<file path="src/rtl/dac_share_pkg.sv">
// Shared types and default constants for the DAC sharing controller.
// Imported by the arbiter, the interface and the top level.
package dac_share_pkg;

  typedef enum logic {
    ST_IDLE   = 1'b0,
    ST_SETTLE = 1'b1
  } dac_state_t;

  localparam int DAC_DW         = 10;
  localparam int DAC_SETTLE_DEF = 4;
  localparam int DAC_CNT_DEF    = 16;

  // The settle counter is 8 bits wide because SETTLE_CYC tops out at 255.
  localparam int DAC_SETTLE_W   = 8;

  function automatic logic [DAC_SETTLE_W-1:0] settle_load(input int cycles);
    return DAC_SETTLE_W'(cycles - 1);
  endfunction

endpackage

</file>
<file path="src/rtl/dac_share_ctrl_if.sv">
// Producer-side handshakes and DAC/debug outputs of the DAC sharing controller.
// The controller uses the slave modport; whoever drives the samples uses master.
interface dac_share_ctrl_if #(
  parameter int DW    = 10,
  parameter int CNT_W = 16
);
  logic             en;
  logic             req0_valid;
  logic [DW-1:0]    req0_data;
  logic             req0_ready;
  logic             req1_valid;
  logic [DW-1:0]    req1_data;
  logic             req1_ready;
  logic [DW-1:0]    dac_code;
  logic             dac_en;
  logic             busy;
  logic             last_grant;
  logic [CNT_W-1:0] sample_cnt;

  modport slave (
    input  en, req0_valid, req0_data, req1_valid, req1_data,
    output req0_ready, req1_ready, dac_code, dac_en, busy, last_grant, sample_cnt
  );

  modport master (
    output en, req0_valid, req0_data, req1_valid, req1_data,
    input  req0_ready, req1_ready, dac_code, dac_en, busy, last_grant, sample_cnt
  );
endinterface

</file>
<file path="src/rtl/rr_arb2.sv">
// Two-input round-robin arbiter: a lone request always wins, a tie goes to ptr.
// Purely combinational; the pointer is owned by the parent.
module rr_arb2 (
  input  logic [1:0] req,
  input  logic       ptr,
  output logic [1:0] gnt
);
  assign gnt[0] = req[0] & (~req[1] | ~ptr);
  assign gnt[1] = req[1] & (~req[0] |  ptr);
endmodule

</file>
<file path="src/rtl/dac_share_ctrl.sv">
// Time-multiplexes one DAC between two sample producers: round-robin grant,
// registered code, then a fixed settling window before the next accept.
module dac_share_ctrl
  import dac_share_pkg::*;
#(
  parameter int DW         = DAC_DW,
  parameter int SETTLE_CYC = DAC_SETTLE_DEF,
  parameter int CNT_W      = DAC_CNT_DEF
) (
  input  logic            CLK,
  input  logic            reset,
  dac_share_ctrl_if.slave bus
);

  localparam logic [DAC_SETTLE_W-1:0] SETTLE_LOAD = settle_load(SETTLE_CYC);

  dac_state_t              r_state;
  dac_state_t              w_state_next;
  logic [DAC_SETTLE_W-1:0] r_settle;
  logic [DW-1:0]           r_code;
  logic                    r_dac_en;
  logic                    r_last_grant;
  logic                    r_rr_ptr;
  logic [CNT_W-1:0]        r_sample_cnt;

  logic                    w_grant_ok;
  logic [1:0]              w_req;
  logic [1:0]              w_gnt;
  logic                    w_xfer;
  logic                    w_sel;
  logic [DW-1:0]           w_data;

  // Readies are held low while reset is asserted so no handshake is seen then.
  assign w_grant_ok = bus.en & (r_state == ST_IDLE) & ~reset;
  assign w_req      = {bus.req1_valid, bus.req0_valid} & {2{w_grant_ok}};

  rr_arb2 u_arb (
    .req (w_req),
    .ptr (r_rr_ptr),
    .gnt (w_gnt)
  );

  assign w_xfer = |w_gnt;
  assign w_sel  = w_gnt[1];
  assign w_data = w_sel ? bus.req1_data : bus.req0_data;

  always_ff @(posedge CLK or posedge reset) begin
    if (reset) begin
      r_state <= ST_IDLE;
    end else begin
      r_state <= w_state_next;
    end
  end

  always_comb begin
    w_state_next = r_state;
    case (r_state)
      ST_IDLE: begin
        if (w_xfer) begin
          w_state_next = ST_SETTLE;
        end
      end
      ST_SETTLE: begin
        if (r_settle == '0) begin
          w_state_next = ST_IDLE;
        end
      end
      default: w_state_next = ST_IDLE;
    endcase
  end

  always_ff @(posedge CLK or posedge reset) begin
    if (reset) begin
      r_settle     <= '0;
      r_code       <= '0;
      r_dac_en     <= 1'b0;
      r_last_grant <= 1'b0;
      r_rr_ptr     <= 1'b0;
      r_sample_cnt <= '0;
    end else begin
      if (w_xfer) begin
        r_settle     <= SETTLE_LOAD;
        r_code       <= w_data;
        r_dac_en     <= 1'b1;
        r_last_grant <= w_sel;
        r_rr_ptr     <= ~w_sel;
        r_sample_cnt <= r_sample_cnt + 1'b1;
      end else if ((r_state == ST_SETTLE) && (r_settle != '0)) begin
        r_settle <= r_settle - 1'b1;
      end
    end
  end

  assign bus.req0_ready = w_gnt[0];
  assign bus.req1_ready = w_gnt[1];
  assign bus.dac_code   = r_code;
  assign bus.dac_en     = r_dac_en;
  assign bus.busy       = (r_state == ST_SETTLE);
  assign bus.last_grant = r_last_grant;
  assign bus.sample_cnt = r_sample_cnt;

endmodule

</file>
<file path="src/flat_wrapper.sv">
// flat-port wrapper written by rule: the top's interface ports become plain ports
module dac_share_ctrl_flat import dac_share_pkg::*;
#(
  parameter int DW         = DAC_DW,
  parameter int SETTLE_CYC = DAC_SETTLE_DEF,
  parameter int CNT_W      = DAC_CNT_DEF
)
  (CLK, reset, bus_en, bus_req0_valid, bus_req0_data, bus_req1_valid, bus_req1_data, bus_req0_ready, bus_req1_ready, bus_dac_code, bus_dac_en, bus_busy, bus_last_grant, bus_sample_cnt);
  dac_share_ctrl_if #(.DW(DW), .CNT_W(CNT_W)) bus_i ();
  input  logic CLK;
  input  logic reset;
  input wire logic [$bits(bus_i.en)-1:0] bus_en;
  input wire logic [$bits(bus_i.req0_valid)-1:0] bus_req0_valid;
  input wire logic [$bits(bus_i.req0_data)-1:0] bus_req0_data;
  input wire logic [$bits(bus_i.req1_valid)-1:0] bus_req1_valid;
  input wire logic [$bits(bus_i.req1_data)-1:0] bus_req1_data;
  output wire logic [$bits(bus_i.req0_ready)-1:0] bus_req0_ready;
  output wire logic [$bits(bus_i.req1_ready)-1:0] bus_req1_ready;
  output wire logic [$bits(bus_i.dac_code)-1:0] bus_dac_code;
  output wire logic [$bits(bus_i.dac_en)-1:0] bus_dac_en;
  output wire logic [$bits(bus_i.busy)-1:0] bus_busy;
  output wire logic [$bits(bus_i.last_grant)-1:0] bus_last_grant;
  output wire logic [$bits(bus_i.sample_cnt)-1:0] bus_sample_cnt;
  assign bus_i.en = bus_en;
  assign bus_i.req0_valid = bus_req0_valid;
  assign bus_i.req0_data = bus_req0_data;
  assign bus_i.req1_valid = bus_req1_valid;
  assign bus_i.req1_data = bus_req1_data;
  assign bus_req0_ready = bus_i.req0_ready;
  assign bus_req1_ready = bus_i.req1_ready;
  assign bus_dac_code = bus_i.dac_code;
  assign bus_dac_en = bus_i.dac_en;
  assign bus_busy = bus_i.busy;
  assign bus_last_grant = bus_i.last_grant;
  assign bus_sample_cnt = bus_i.sample_cnt;
  dac_share_ctrl #(.DW(DW), .SETTLE_CYC(SETTLE_CYC), .CNT_W(CNT_W)) u_core (.CLK(CLK), .reset(reset), .bus(bus_i));
endmodule
</file>
<file path="config.mk">
export PLATFORM = sky130hd
export DESIGN_NAME = dac_share_ctrl_flat
export DESIGN_NICKNAME = d
export VERILOG_FILES = /design/src/rtl/dac_share_pkg.sv /design/src/rtl/dac_share_ctrl_if.sv /design/src/rtl/rr_arb2.sv /design/src/rtl/dac_share_ctrl.sv /design/src/flat_wrapper.sv
export SDC_FILE = /design/constraint.sdc
export NUM_CORES = 1
export LEC_CHECK = 0
export CAP_MARGIN = 10
export CORE_MARGIN = 2
export CORE_UTILIZATION = 46
export DETAILED_ROUTE_END_ITERATION = 16
export GPL_TIMING_DRIVEN = 1
export HOLD_SLACK_MARGIN = 0.12
export PLACE_DENSITY = 0.8
export SETUP_SLACK_MARGIN = 0.2
export SYNTH_ARGS = -nofsm -noshare
export SYNTH_HDL_FRONTEND = slang
export SYNTH_SLANG_ARGS = --single-unit
export TNS_END_PERCENT = 30
</file>
<file path="constraint.sdc">
create_clock -name CLK -period 2.6 [get_ports CLK]
set_clock_uncertainty 0.2 [all_clocks]
set_input_delay 0.65 -clock CLK [delete_from_list [all_inputs] [get_ports CLK]]
set_output_delay 0.65 -clock CLK [all_outputs]
set_load 0.005 [all_outputs]
</file>
# After elaboration in Yosys (flattened, before gate mapping)
# Cells that the tools add are included.
[op_classes]
addsub = 2
n_mux = 6
bitwise_logic = 13
n_reduce_logical = 5
[ops]
columns = ["operator", "n"]
rows = [
  ["$add 16x1->16 const B", 1],
  ["$mux 8", 2],
  ["$mux 10", 1],
  ["$logic_not 8->1", 1],
  ["$reduce_bool 8->1", 1],
  ["$sub 8x1->8 const B", 1],
  ["$not 1->1", 6],
  ["$and 1x1->1", 4],
  ["$and 2x2->2", 1],
  ["$mux 1", 2],
  ["$or 1x1->1", 2],
  ["$pmux 1 s2", 1],
  ["$reduce_bool 2->1", 1],
  ["$reduce_or 2->1", 1],
  ["$logic_and 1x1->1", 1],
]
[totals]
ff_bits = 38
out_inout_bits = 31

# Longest topological paths before layout
[depth]
depth_word = 10
mapped_depth = 6
mapped_depth_nobuf = 6

# Hierarchy
# Synthesis repeated with hierarchy kept, for this count alone.
[hier_totals]
hier_cells = 169
hier_area_um2 = 1761.7
[modules_own_cells]
columns = ["module", "instances", "cells_each", "area_per_inst_um2", "seq_area_each_um2"]
rows = [
  ["dac_share_ctrl", 1, 166, 1742.9, 950.9],
  ["rr_arb2", 1, 3, 18.8, 0.0],
]

# Worst setup path after synthesis
# OpenSTA, ideal clock, no wires.
[synth_timing]
kind = "input to output"
start = "input reset"
end = "output bus_req0_ready"
t_arrival_ns = 1.313
required_time_ns = 1.750
slack_ns = 0.437
stages = 3
path_cell_list = "nand4bb_1 a21oi_1 clkbuf_1"
[synth_between]
elab_chain_len = 6
[synth_lines]
columns = ["item", "line_no", "rtl"]
rows = [
  ["start, declared", "flat_wrapper.sv:11", "input logic reset;"],
  ["$not 1->1 *", "dac_share_ctrl.sv:34", "assign w_grant_ok = bus.en & (r_state == ST_IDLE) & ~reset;"],
  ["$and 1x1->1 *", "dac_share_ctrl.sv:34", ""],
  ["$and 2x2->2 *", "dac_share_ctrl.sv:35", "assign w_req = {bus.req1_valid, bus.req0_valid} & {2{w_grant_ok}};"],
  ["$not 1->1", "rr_arb2.sv:8", "assign gnt[0] = req[0] & (~req[1] | ~ptr);"],
  ["$or 1x1->1", "rr_arb2.sv:8", ""],
  ["$and 1x1->1 *", "rr_arb2.sv:8", ""],
  ["end, declared", "flat_wrapper.sv:17", "output wire logic [$bits(bus_i.req0_ready)-1:0] bus_req0_ready;"],
]
# Every way passes the cells marked *; elsewhere a longest branch is shown, timed or not.

# Worst setup path in the final report
[layout_timing]
start = "input reset"
end = "output bus_req1_ready"
[layout_between]
elab_chain_len = 6
[layout_lines]
columns = ["item", "line_no", "rtl"]
rows = [
  ["$not 1->1 *", "dac_share_ctrl.sv:34", ""],
  ["$and 1x1->1 *", "dac_share_ctrl.sv:34", ""],
  ["$and 2x2->2 *", "dac_share_ctrl.sv:35", ""],
  ["$not 1->1", "rr_arb2.sv:9", "assign gnt[1] = req[1] & (~req[0] | ptr);"],
  ["$or 1x1->1", "rr_arb2.sv:9", ""],
  ["$and 1x1->1 *", "rr_arb2.sv:9", ""],
  ["end, declared", "flat_wrapper.sv:18", "output wire logic [$bits(bus_i.req1_ready)-1:0] bus_req1_ready;"],
]
# Marked as above.

==> flow_metrics.py <==
metrics = {
    "finish": {
        "drive_above_1_share_pct": 12.6,
        "nets": 265,
        "area_growth_pct": 43.1,
        "antennaDiodeCount": 0,
        "design_area_sq_um": 2500,
        "final_util_pct": 68.4,
    },
    "critical_path": {
        "worstPathMaxFanout": 3,
        "end_kind": "primary output",
        "cp-start-kind": "primary input",
        "worstPathArrival_ns": 1.41,
        "rr_worst_depth": 6,
        "endpoint": "bus_req1_ready",
        "worstReg2RegStart": "u_core.bus.busy$_DFF_PP0_",
        "r2r_slack_ns": 0.61,
        "crit_start": "reset",
        "worstSetupPathType": "in -> out",
        "timing.rr.end": "u_core.bus.sample_cnt[15]$_DFFE_PP0P_",
        "critPathRequiredTime_ns": 1.75,
    },
    "cts": {
        "cts_num_sinks": 38,
        "cts_buffers": 5,
        "postCtsHoldBufs": 0,
        "htree_levels": 2,
        "clk_pin_slew_ns": 0.07,
        "clk_latency_ns": 0.30,
        "cts_tree": "done",
        "clk_path_buf_depth": 2,
        "root_buffer": "clkbuf_8",
    },
    "power": {
        "p_leak_nw": 1.10,
        "p_seq_share_pct": 45.5,
        "swShare_pct": 32.4,
        "switchingPower_mw": 0.625,
        "clockPowerShare_pct": 22.1,
        "power_density_nw_per_um2": 772,
        "pwr-share-comb_pct": 32.5,
        "peakVddDrop_uv": 382,
        "internal_power_mw": 1.31,
    },
    "global_routing": {
        "grt_pass1_vias": 1472,
        "gr-total-overflow": 0,
        "grt_pass1_wl_microns": 6430,
        "grt_start_max_net_pins": 39,
        "antenna_found_initial": 0,
        "track_usage_pct": 19.9,
    },
    "synthesis": {
        "netlist_instances": 170,
        "synth_top_area_share_pct": 54.4,
        "ys_warn_count": 0,
        "syn_nets": 197,
        "ys_ff_latch": 38,
        "synth_area_leaders": "dfrtp_1 54%, nand2_1 7.7%, xnor2_1 7.0%",
        "syn_area_per_cell_sq_um": 10.3,
        "synth_top_area_cell": "dfrtp_1",
        "ys_types": 35,
        "yosysSeqAreaShare_pct": 54.4,
        "synth_area_sq_um": 1750,
    },
    "timing": {
        "drv_slew": 0,
        "rsz0062_at_grt": "false",
        "period_needed_ns": 2.26,
        "fin_hold_ws_ns": 0.266,
        "hold_violations": 0,
        "setup_viol": 0,
        "setup_ws_ns": 0.336,
        "period_share_pct": 87.1,
        "setup_tns_ns": 0,
        "worst_slew_pin_slew_ns": 0.463,
        "slew_headroom_pct": 68.8,
        "fmax_mhz": 442,
    },
    "floorplan": {
        "io_pins": 56,
        "core_sq_um": 3660,
        "die_area_sq_um": 4310,
        "initial_core_util_pct": 47.8,
        "die_x_microns": 65.7,
        "rows": 22,
        "chipHeight_microns": 65.7,
    },
    "detailed_routing": {
        "route.vias.total": 1483,
        "finalWirelength_microns": 3650,
        "via_per_inst": 5.17,
        "routedWlPerCell_microns": 12.7,
        "postRouteAntennaNets": 0,
        "drt_pass1_iterations": 4,
        "drc": 0,
        "dr.first_iter.drc_count": 68,
    },
    "place": {
        "dpl-instance-area_sq_um": 2400,
        "pre_cts_ws_ns": -0.317,
        "place_congestion": 0.775,
        "dp_hpwl_microns": 2630,
        "io_buffers": 55,
    },
    "run": {
        "max-cap-violations": 0,
    },
    "min_path": {
        "min_path_type": "reg -> reg",
        "worstHoldStart": "u_core.bus.dac_code[1]$_DFFE_PP0P_",
    },
    "status": {
        "status": "finished clean",
    },
}
[power groups by stage]
stage	sequential [mW]	clock, mW	combinational, mW
6_report	0.878	0.426	0.627
5_1_grt	0.900	0.453	0.715
4_1_cts	0.878	0.435	0.637
3_5_place_dp	0.885	0	0.633
3_3_place_gp	0.881	0	0.615
2_1_floorplan	0.863	0	0.365
[worst max-delay path, cell delays in order]
cell,delay (ns)
dlygate4sd2_1,0.25
nand4bb_1,0.21
a21oi_2,0.16
buf_2,0.13
[stage by stage]
step / power, mW / std cells
3_5_place_dp: 1.52 / 277
6_report: 1.93 / 287
3_3_place_gp: 1.50 / 277
2_1_floorplan: 1.23 / 170
5_1_grt: 2.07 / 287
4_1_cts: 1.95 / 287
[registers in the layout, indices dropped and copies added (netlist names)]
register / cells
u_core.bus.busy: 1
u_core.bus.dac_code: 10
u_core.bus.dac_en: 1
u_core.bus.last_grant: 1
u_core.bus.sample_cnt: 16
u_core.r_rr_ptr: 1
u_core.r_settle: 8
[layer usage]
metal | GRT usage (%) | share of wire (%) | vias to the layer above
li1 | - | - | 723
met1 | 24.0 | 44 | 703
met2 | 31.1 | 46 | 49
met3 | 7.88 | 7.9 | 8
met4 | 9.38 | 1.9 | 0
met5 | 0 | 0 | -
[cells in the mapped netlist, drive strengths merged]
cell,count
dfrtp,38
nand2,36
xnor2,14
nor2,11
a22oi,10
a21oi,7
inv,7
nand3,5
nor3,4
nor4,4
clkbuf,3
nand4,3
and4,2
buf,2
ha,2
mux2i,2
nand2b,2
nand4bb,2
o21ai,2
or3b,2
xor2,2
a211oi,1
a311oi,1
a31o,1
and3,1
o211ai,1
o21bai,1
o31ai,1
or2,1
or4,1
or4b,1
[worst min path at each step]
stage / endpoint / slack (ns) / cells past startpoint
final: u_core.bus.dac_code[1]$_DFFE_PP0P_ / 0.27 / 2
after global routing: u_core.bus.sample_cnt[15]$_DFFE_PP0P_ / 0.29 / 1
after CTS: u_core.bus.dac_code[1]$_DFFE_PP0P_ / 0.27 / 2
after detailed placement: u_core.bus.dac_code[1]$_DFFE_PP0P_ / 0.26 / 2
after global placement: u_core.bus.dac_code[5]$_DFFE_PP0P_ / 0.25 / 2
after floorplan: u_core.bus.dac_en$_DFFE_PP0P_ / 0.26 / 1
[final cells by class]
cell class,count,area [sq um]
flip-flops and latches,38,951
fillers,300,1160
clock buffers,6,82.6
clock inverters,2,12.5
repair buffers,66,618
well taps,48,60.1
multi-input cells,120,752
inverters,7,26.3
[cells by family (layout without fill, tap and decap cells)]
| kind of cell | after synthesis | in the layout | share of synthesized area, % |
|---|---|---|---|
| xor+xnor | 16 | 16 | 8.01 |
| compound gates | 25 | 25 | 9.59 |
| fa+ha+maj | 2 | 2 | 1.43 |
| simple gates | 75 | 75 | 22.4 |
| buf+inv | 12 | 81 | 3.08 |
| mux | 2 | 2 | 1.14 |
| flops | 38 | 38 | 54.4 |
[layout by cell type (no fill, tap or decap), drive strengths merged, types with 3 or more instances in the layout]
cell and count:
clkdlybuf4s50 49, dfrtp 38, nand2 36, xnor2 14, buf 13, nor2 11, a22oi 10, inv 7
a21oi 7, clkbuf 6, nand3 5, dlygate4sd2 4, nor3 4, nor4 4, nand4 3
[repair_timing]
| action | CTS | global route |
|---|---|---|
| endpoints found under the setup margin | 2 | 0 |
| gates resized for setup | 14 | 0 |
| setup buffers | 2 | 0 |
| endpoints found under the hold margin | 0 | 0 |
(Power assumes the default switching activity.)
